### config.mk
export PLATFORM = sky130hd
export DESIGN_NAME = muldiv_unit
export DESIGN_NICKNAME = d
export VERILOG_FILES = /design/src/rtl/muldiv_pkg.sv /design/src/rtl/muldiv_step.sv /design/src/rtl/muldiv_unit.sv
export SDC_FILE = /design/constraint.sdc
export NUM_CORES = 1
export LEC_CHECK = 0
export CELL_PAD_IN_SITES_DETAIL_PLACEMENT = 0
export CELL_PAD_IN_SITES_GLOBAL_PLACEMENT = 1
export CORE_ASPECT_RATIO = 0.8
export CORE_MARGIN = 2
export CORE_UTILIZATION = 42
export CTS_BUF_LIST = sky130_fd_sc_hd__clkbuf_16
export CTS_CLUSTER_SIZE = 10
export DETAILED_ROUTE_END_ITERATION = 7
export PLACE_DENSITY = 0.84
export SLEW_MARGIN = 40
export SYNTH_ARGS = -nofsm -noshare
export SYNTH_HDL_FRONTEND = slang
export SYNTH_SLANG_ARGS = --single-unit
### constraint.sdc
create_clock -name clk -period 3.95 [get_ports clk]
set_input_delay 0.79 -clock clk [delete_from_list [all_inputs] [get_ports clk]]
set_output_delay 0.79 -clock clk [all_outputs]
set_load 0.03 [all_outputs]
### src/rtl/muldiv_pkg.sv
// muldiv_pkg: op encodings, FSM states and default width for the multiply/divide unit.
package muldiv_pkg;
  localparam int WIDTH_DEF = 32;
  localparam logic [1:0] OP_MULT  = 2'b00;
  localparam logic [1:0] OP_MULTU = 2'b01;
  localparam logic [1:0] OP_DIV   = 2'b10;
  localparam logic [1:0] OP_DIVU  = 2'b11;
  typedef enum logic [1:0] {IDLE, CALC, FIXUP, DONE} state_e;
endpackage

### src/rtl/muldiv_step.sv
// muldiv_step: one combinational iteration, shift-add multiply or restoring divide.
// acc holds {upper, lower}: product/multiplier for multiply, remainder/quotient for divide.
module muldiv_step import muldiv_pkg::*; #(
  parameter int WIDTH = WIDTH_DEF
) (
  input  logic               div,
  input  logic [2*WIDTH-1:0] acc,
  input  logic [WIDTH-1:0]   b,
  output logic [2*WIDTH-1:0] acc_next
);
  logic [WIDTH:0]   sum;
  logic [WIDTH:0]   shl;
  logic [WIDTH+1:0] diff;
  always_comb begin
    sum      = {1'b0, acc[2*WIDTH-1:WIDTH]} + (acc[0] ? {1'b0, b} : '0);
    shl      = {acc[2*WIDTH-1:WIDTH], acc[WIDTH-1]};
    diff     = {1'b0, shl} - {2'b0, b};
    acc_next = div ? {diff[WIDTH+1] ? shl[WIDTH-1:0] : diff[WIDTH-1:0], acc[WIDTH-2:0], ~diff[WIDTH+1]}
                   : {sum, acc[WIDTH-1:1]};
  end
endmodule

### src/rtl/muldiv_unit.sv
// muldiv_unit: iterative MULT/MULTU/DIV/DIVU with HI/LO registers and pipeline stall request.
// Divide support is built only when MULDIV_DIV_EN is defined.
module muldiv_unit import muldiv_pkg::*; #(
  parameter int WIDTH = WIDTH_DEF
) (
  input  logic             clk,
  input  logic             rst_n,
  input  logic             start,
  input  logic [1:0]       op,
  input  logic [WIDTH-1:0] rs_val,
  input  logic [WIDTH-1:0] rt_val,
  input  logic             hilo_rd,
  input  logic             mthi_we,
  input  logic             mtlo_we,
  input  logic [WIDTH-1:0] wdata,
  output logic             busy,
  output logic             done,
  output logic             stall,
  output logic [WIDTH-1:0] hi,
  output logic [WIDTH-1:0] lo
);
`ifdef MULDIV_DIV_EN
  localparam logic DIV_EN = 1'b1;
`else
  localparam logic DIV_EN = 1'b0;
`endif
  localparam int CW = $clog2(WIDTH);
  localparam logic [CW-1:0] LAST = CW'(WIDTH - 1);

  state_e             state_q, state_d;
  logic [CW-1:0]      cnt_q, cnt_d;
  logic [2*WIDTH-1:0] acc_q, acc_d, step_acc, prod;
  logic [WIDTH-1:0]   b_q, b_d, hi_q, hi_d, lo_q, lo_d;
  logic [WIDTH-1:0]   rs_mag, rt_mag, quo, rem;
  logic               div_q, div_d, neg_res_q, neg_res_d, neg_rem_q, neg_rem_d, dz_q, dz_d;
  logic               sgn, accept, commit;

  muldiv_step #(.WIDTH(WIDTH)) u_step (
    .div      (div_q),
    .acc      (acc_q),
    .b        (b_q),
    .acc_next (step_acc)
  );

  assign busy  = (state_q == CALC) | (state_q == FIXUP);
  assign done  = state_q == DONE;
  assign stall = busy & (hilo_rd | mthi_we | mtlo_we | start);
  assign hi    = hi_q;
  assign lo    = lo_q;

  always_comb begin
    sgn       = ~op[0];
    rs_mag    = (sgn & rs_val[WIDTH-1]) ? -rs_val : rs_val;
    rt_mag    = (sgn & rt_val[WIDTH-1]) ? -rt_val : rt_val;
    accept    = start & ((state_q == IDLE) | (state_q == DONE)) & (DIV_EN | ~op[1]);
    commit    = state_q == FIXUP;
    prod      = neg_res_q ? -acc_q : acc_q;
    quo       = dz_q ? '1 : neg_res_q ? -acc_q[WIDTH-1:0] : acc_q[WIDTH-1:0];
    rem       = neg_rem_q ? -acc_q[2*WIDTH-1:WIDTH] : acc_q[2*WIDTH-1:WIDTH];
    state_d   = state_q;
    cnt_d     = cnt_q;
    acc_d     = acc_q;
    b_d       = b_q;
    div_d     = div_q;
    neg_res_d = neg_res_q;
    neg_rem_d = neg_rem_q;
    dz_d      = dz_q;
    if (accept) begin
      state_d   = CALC;
      cnt_d     = '0;
      acc_d     = {{WIDTH{1'b0}}, op[1] ? rs_mag : rt_mag};
      b_d       = op[1] ? rt_mag : rs_mag;
      div_d     = op[1] & DIV_EN;
      neg_res_d = sgn & (rs_val[WIDTH-1] ^ rt_val[WIDTH-1]);
      neg_rem_d = sgn & rs_val[WIDTH-1];
      dz_d      = op[1] & ~|rt_val;
    end else if (state_q == CALC) begin
      acc_d   = step_acc;
      cnt_d   = (cnt_q == LAST) ? '0 : cnt_q + 1'b1;
      state_d = (cnt_q == LAST) ? FIXUP : CALC;
    end else if (state_q == FIXUP) begin
      state_d = DONE;
    end else if (state_q == DONE) begin
      state_d = IDLE;
    end
    // a result commit always beats a concurrent MTHI/MTLO write
    hi_d = commit ? (div_q ? rem : prod[2*WIDTH-1:WIDTH]) : (mthi_we & ~busy) ? wdata : hi_q;
    lo_d = commit ? (div_q ? quo : prod[WIDTH-1:0]) : (mtlo_we & ~busy) ? wdata : lo_q;
  end

  always_ff @(posedge clk or negedge rst_n) begin
    if (!rst_n) begin
      state_q   <= IDLE;
      cnt_q     <= '0;
      acc_q     <= '0;
      b_q       <= '0;
      div_q     <= 1'b0;
      neg_res_q <= 1'b0;
      neg_rem_q <= 1'b0;
      dz_q      <= 1'b0;
      hi_q      <= '0;
      lo_q      <= '0;
    end else begin
      state_q   <= state_d;
      cnt_q     <= cnt_d;
      acc_q     <= acc_d;
      b_q       <= b_d;
      div_q     <= div_d;
      neg_res_q <= neg_res_d;
      neg_rem_q <= neg_rem_d;
      dz_q      <= dz_d;
      hi_q      <= hi_d;
      lo_q      <= lo_d;
    end
  end
endmodule

### Word-level counts from Yosys, hierarchy flattened

Cells that the tools add are included.

| operators by class | value |
|---|---|
| equal/unequal tests | 4 |
| shifts and indexed selects | 0 |
| $add $sub $neg | 5 |
| multipliers | 0 |
| bitwise logic cells | 17 |
| $lt $le $gt $ge | 0 |
| reduce and logical (&&, ||, !) cells | 5 |
| div/mod/pow operators | 0 |
| muxes and demuxes | 20 |

Operators with widths:

| cell | count |
|---|---|
| $mux 32 | 9 |
| $mux 64 | 3 |
| $neg 32->32 | 2 |
| $neg 64->64 | 1 |
| $add 32x33->33 | 1 |
| $mux 5 | 3 |
| $mux 2 | 5 |
| $and 1x1->1 | 8 |
| $reduce_bool 2->1 | 3 |
| $add 5x1->5 const B | 1 |
| $eq 5x5->1 const B | 1 |
| $or 1x1->1 | 5 |
| $eq 2x2->1 const B | 2 |
| $reduce_bool 4->1 | 1 |
| $not 1->1 | 3 |
| $eq 2x1->1 const B | 1 |
| $logic_not 2->1 | 1 |
| $xor 1x1->1 | 1 |

| storage, ports and cells | value |
|---|---|
| memories kept | 0 |
| latch bits | 0 |
| bits in read-only memories | 0 |
| register bits | 168 |
| bits of input ports | 104 |
| RAM bits | 0 |
| word-level logic and storage cells | 58 |
| output and inout port bits | 67 |

### Depth between registers and ports, before layout

| depth | value |
|---|---|
| word-level depth | 6 |
| depth in mapped cells | 12 |
| mapped depth without buffers | 10 |

### By module

From an unflattened synthesis, not the netlist that was laid out.

| unflattened totals | value |
|---|---|
| cells, all modules | 1793 |
| area, all modules | 14916.8 µm² |

Modules (own cells, without submodules):

| module | times used | area each (µm²) | seq. area each (µm²) | cells an instance |
|---|---|---|---|---|
| muldiv_unit | 1 | 10152.2 | 4204.0 | 1116 |
| muldiv_step | 1 | 4764.6 | 0.0 | 677 |

### Worst setup path before layout

Ideal clock, no wire load.

| timing path | value |
|---|---|
| path type | reg2reg |
| from | reg acc_q[0] |
| to | reg acc_q[57] |
| path buffers | 2 |
| stages on the path, launching flop included | 13 |
| data required time | 3.819 ns |
| period minus slack after synthesis | 3.300 ns |
| arrival | 3.168 ns |
| path slack | 0.650 ns |
| setup time | 0.131 ns |
| cell sequence | dfrtp_1 -> clkbuf_1 -> clkbuf_1 -> and2_1 -> ha_1 -> fa_1 -> a211oi_1 -> o21a_1 -> nor4_1 -> o21ai_0 -> o41ai_1 -> a21oi_1 -> or3_1 |

| on the way | value |
|---|---|
| longest elaborated chain between the ends | 4 |

RTL lines:

| item | line | text |
|---|---|---|
| from (decl) | muldiv_unit.sv:32 | `logic [2*WIDTH-1:0] acc_q, acc_d, step_acc, prod;` |
| from (signal assigned) | muldiv_unit.sv:95 | `acc_q <= '0;` |
| from (signal assigned) | muldiv_unit.sv:106 | `acc_q <= acc_d;` |
| $mux 32 | muldiv_step.sv:15 | `sum = {1'b0, acc[2*WIDTH-1:WIDTH]} + (acc[0] ? {1'b0, b} : '0);` |
| $add 32x33->33 | muldiv_step.sv:15 |  |
| $mux 64 | muldiv_unit.sv:77 | `end else if (state_q == CALC) begin` |
| $mux 64 | muldiv_unit.sv:68 | `if (accept) begin` |

Every way passes these cells. The select of a mux whose other input is x is not followed.
A chain may end at the register's enable or synchronous reset.

### Worst setup path after layout

Ends and elaborated chain as after synthesis.

==> impl_results.md <==
- CP Launch Type: register
- GRT met1 Usage: 40.22%
- Initial antenna violation count: 0
- CP peak stage delay: 0.51 ns
- Final #Nets: 1,672
- Hold_buf cts: 0
- Total track usage: 25.55%
- Total of warnings raised by yosys: 0
- Later-pin clock latency in the skew report: 0.44 ns
- Critical-path top delay cell: o21ai_0
- Crit path cell chain: and2_1, ha_1, fa_1, a211oi_1, o21a_1, nor4_1, o21ai_0, o41ai_1, buf_4, nor4b_1, or3_1
- Crit path max fanout: 14
- CP bufs+invs: 1
- Largest net degree at the start of global routing: 86
- Slew Limit Fails: 0
- Placed insts: 1,878
- Reg2reg end: acc_q[57]
- Detailed Route WL: 37,840 um
- R2r startpoint: acc_q[0]
- Synth Cell Area: 11,900 um^2
- Final min period: 3.484 ns
- Max Cap Violations: 0
- Port Buffers: 170
- I/O pins: 171
- Chip Height: 154.6 um
- Ys async rst share: 100.0%
- Headroom to the max-slew limit: 45.65%
- Final Non-Filler Cells: 1,910
- Drt drc: 0
- Area share of the largest cell type after synthesis: 35.33%
- First-pass GRT wire length: 58,900 um
- DR pass1 iterations: 5
- R2R Setup Slk: 0.47 ns
- Post-CTS Setup Bufs: 0
- Via density: 5.778
- R2R cell count: 11
- Synth Instances: 1,397
- CTS H-tree depth: 4
- Total congestion overflow: 0
- Core area: 28,080 um^2
- # rows: 55
- Setup CP Type: register to register
- Met2 Use GR: 36.86%
- Worst path required time: 4.27 ns
- Clk root buf: clkbuf_16
- Clk_skew: 0.01248 ns
- Post-synth top flop: dfrtp_1
- RSZ-0062 raised after global routing: false
- Commonest non-fill, non-tap cell in the layout: clkdlybuf4s50_1
- Worst vdd ir: 0.4191 mV
- Initial Util: 42.38%
- Setup TNS: 0 ns
- Yosys cell types: 66
- Status: complete, no violations
- FF+latch count, synth: 168
- CP top delay family: compound AO/OA/AOI/OAI gates
- DIE AREA: 29,700 um^2
- Leak Pwr: 6.153 nW
- Top post-synthesis cells by area: dfrtp_1 (35%), o21ai_0 (5.6%), xnor2_1 (5.1%)
- Dpl hpwl: 28,400 um
- Via Count: 11,036
- Sequential element share of the synthesized area: 35.33%
- Gpl congestion: 0.8902
- Most frequent cells in the layout: clkdlybuf4s50_1 (169), dfrtp_1 (167), nand2_1 (149)
- Final hold violation count: 0
- Critical Path End Type: register
- Slew @ Worst Pin: 0.8152 ns
- Final period util: 88.21%
- Pwr Total: 0.01241 W
- CTS buffer count: 17
- Synth-to-layout area growth: 22.46%
- Arr. time, crit path: 3.80 ns
- Vias in the first global route: 10,165
- Routed len/inst: 19.81 um
- Number of synthesized flops with an enable pin: 0
- Clk pin slew, worst setup/hold paths: 0.07 ns
- Pwr Density: 851.5 nW/um^2
- Drt initial violations: 1,191
- Max Freq: 287.0 MHz
- Final setup violation count: 0
- Ant diodes: 0
- Met3 usage: 3.789%
- CTS tree: yes
- Post-Synthesis Net Count: 1,542
- Most crowded layer after global routing: met1
- Syn avg cell area: 8.518 um^2
- # clock sinks: 168
- Post_cts resized: 0
- Largest area contributor in the netlist: dfrtp_1
- CTS Buffer Depth: 2
- Routed Antenna Nets: 0
- Die width: 192.2 um
- Layout cells sized above 1: 5.714%
- Worst hold path class: input port to async pin
==> cells in the mapped netlist (all sizes together), types with 11 or more instances <==
master	n
nor2	78
dfrtp	168
inv	23
buf	11
and3	44
or4	16
nor3	25
a211oi	57
xnor2	69
nand3	18
mux2i	58
a21oi	112
nand2	149
or3	19
ha	40
clkbuf	72
xor2	66
nor2b	17
a21o	18
o21ai	134
and2	34
o31ai	37
nand2b	14
==> where the power goes <==
group | leakage (nW) | internal [W] | switching [W] | total [W]
sequential | 2.06 | 0.00259 | 0.00106 | 0.00366
clock | 0.260 | 0.000815 | 0.000764 | 0.00158
combinational | 3.83 | 0.00294 | 0.00423 | 0.00717
total | 6.15 | 0.00635 | 0.00606 | 0.0124
==> flip-flops by register name, summed over array words and instances (netlist names) <==
register / cells
lo: 32
b_q: 32
state_q: 2
hi: 32
acc_q: 64
neg_res_q: 1
cnt_q: 5
==> metrics by stage <==
| stage | hold slack, ns | instance area (um^2) | setup slack [ns] | util, % |
|---|---|---|---|---|
| floorplan | 0.4418 | 11900 | 0.6503 | - |
| global route | 0.2916 | 14570 | 0.3837 | 51.90 |
| finish | 0.2705 | 14570 | 0.4657 | 51.90 |
| detailed placement | 0.4668 | 14020 | 0.1947 | 49.92 |
| global placement | 0.4575 | 13990 | 0.2168 | 49.84 |
| CTS | 0.2869 | 14560 | 0.5448 | 51.85 |
==> worst reg2reg max path, delay by kind of cell, from the launching register on <==
kind	cells	cell delay (ns)
compound gates	4	1.31
simple gates	4	0.77
fa+ha+maj	2	0.62
flops	1	0.48
buf+inv	1	0.17
==> kinds of logic after synthesis <==
kind of cell	count (synthesis)	share of synthesized area, %
AOI/OAI and AO/OA	427	22.27
xor gates and xnor gates	135	9.936
adders and majority gates	41	4.374
buffers and inverters	107	3.396
DFF	168	35.33
muxes	59	4.973
and+or+nand+nor	460	19.72
==> worst max path at each step <==
| stage | end | depth (start not counted) | startpoint |
|---|---|---|---|
| floorplan | acc_q[57] | 12 | acc_q[0] |
| global placement | b_q[29] | 8 | rs_val[11] |
| detailed placement | b_q[29] | 8 | rs_val[11] |
| CTS | acc_q[57] | 11 | acc_q[0] |
| global route | acc_q[57] | 11 | acc_q[0] |
| finish | acc_q[57] | 11 | acc_q[0] |
==> routing by layer <==
layer	vias up	wire (um)
li1	5320	-
met1	5302	18900
met2	393	16020
met3	21	2541
met4	0	381
met5	-	0
==> cell type report <==
class,count,area [um^2]
fill,2719,13500
multi-input combinational,1122,7333
sequential,168,4208
timing repair buffer,194,1937
tap,370,462.9
clock buffer,17,425.4
clock inverter,15,116.4
inverter,24,90.09
(Power assumes the default switching activity.)
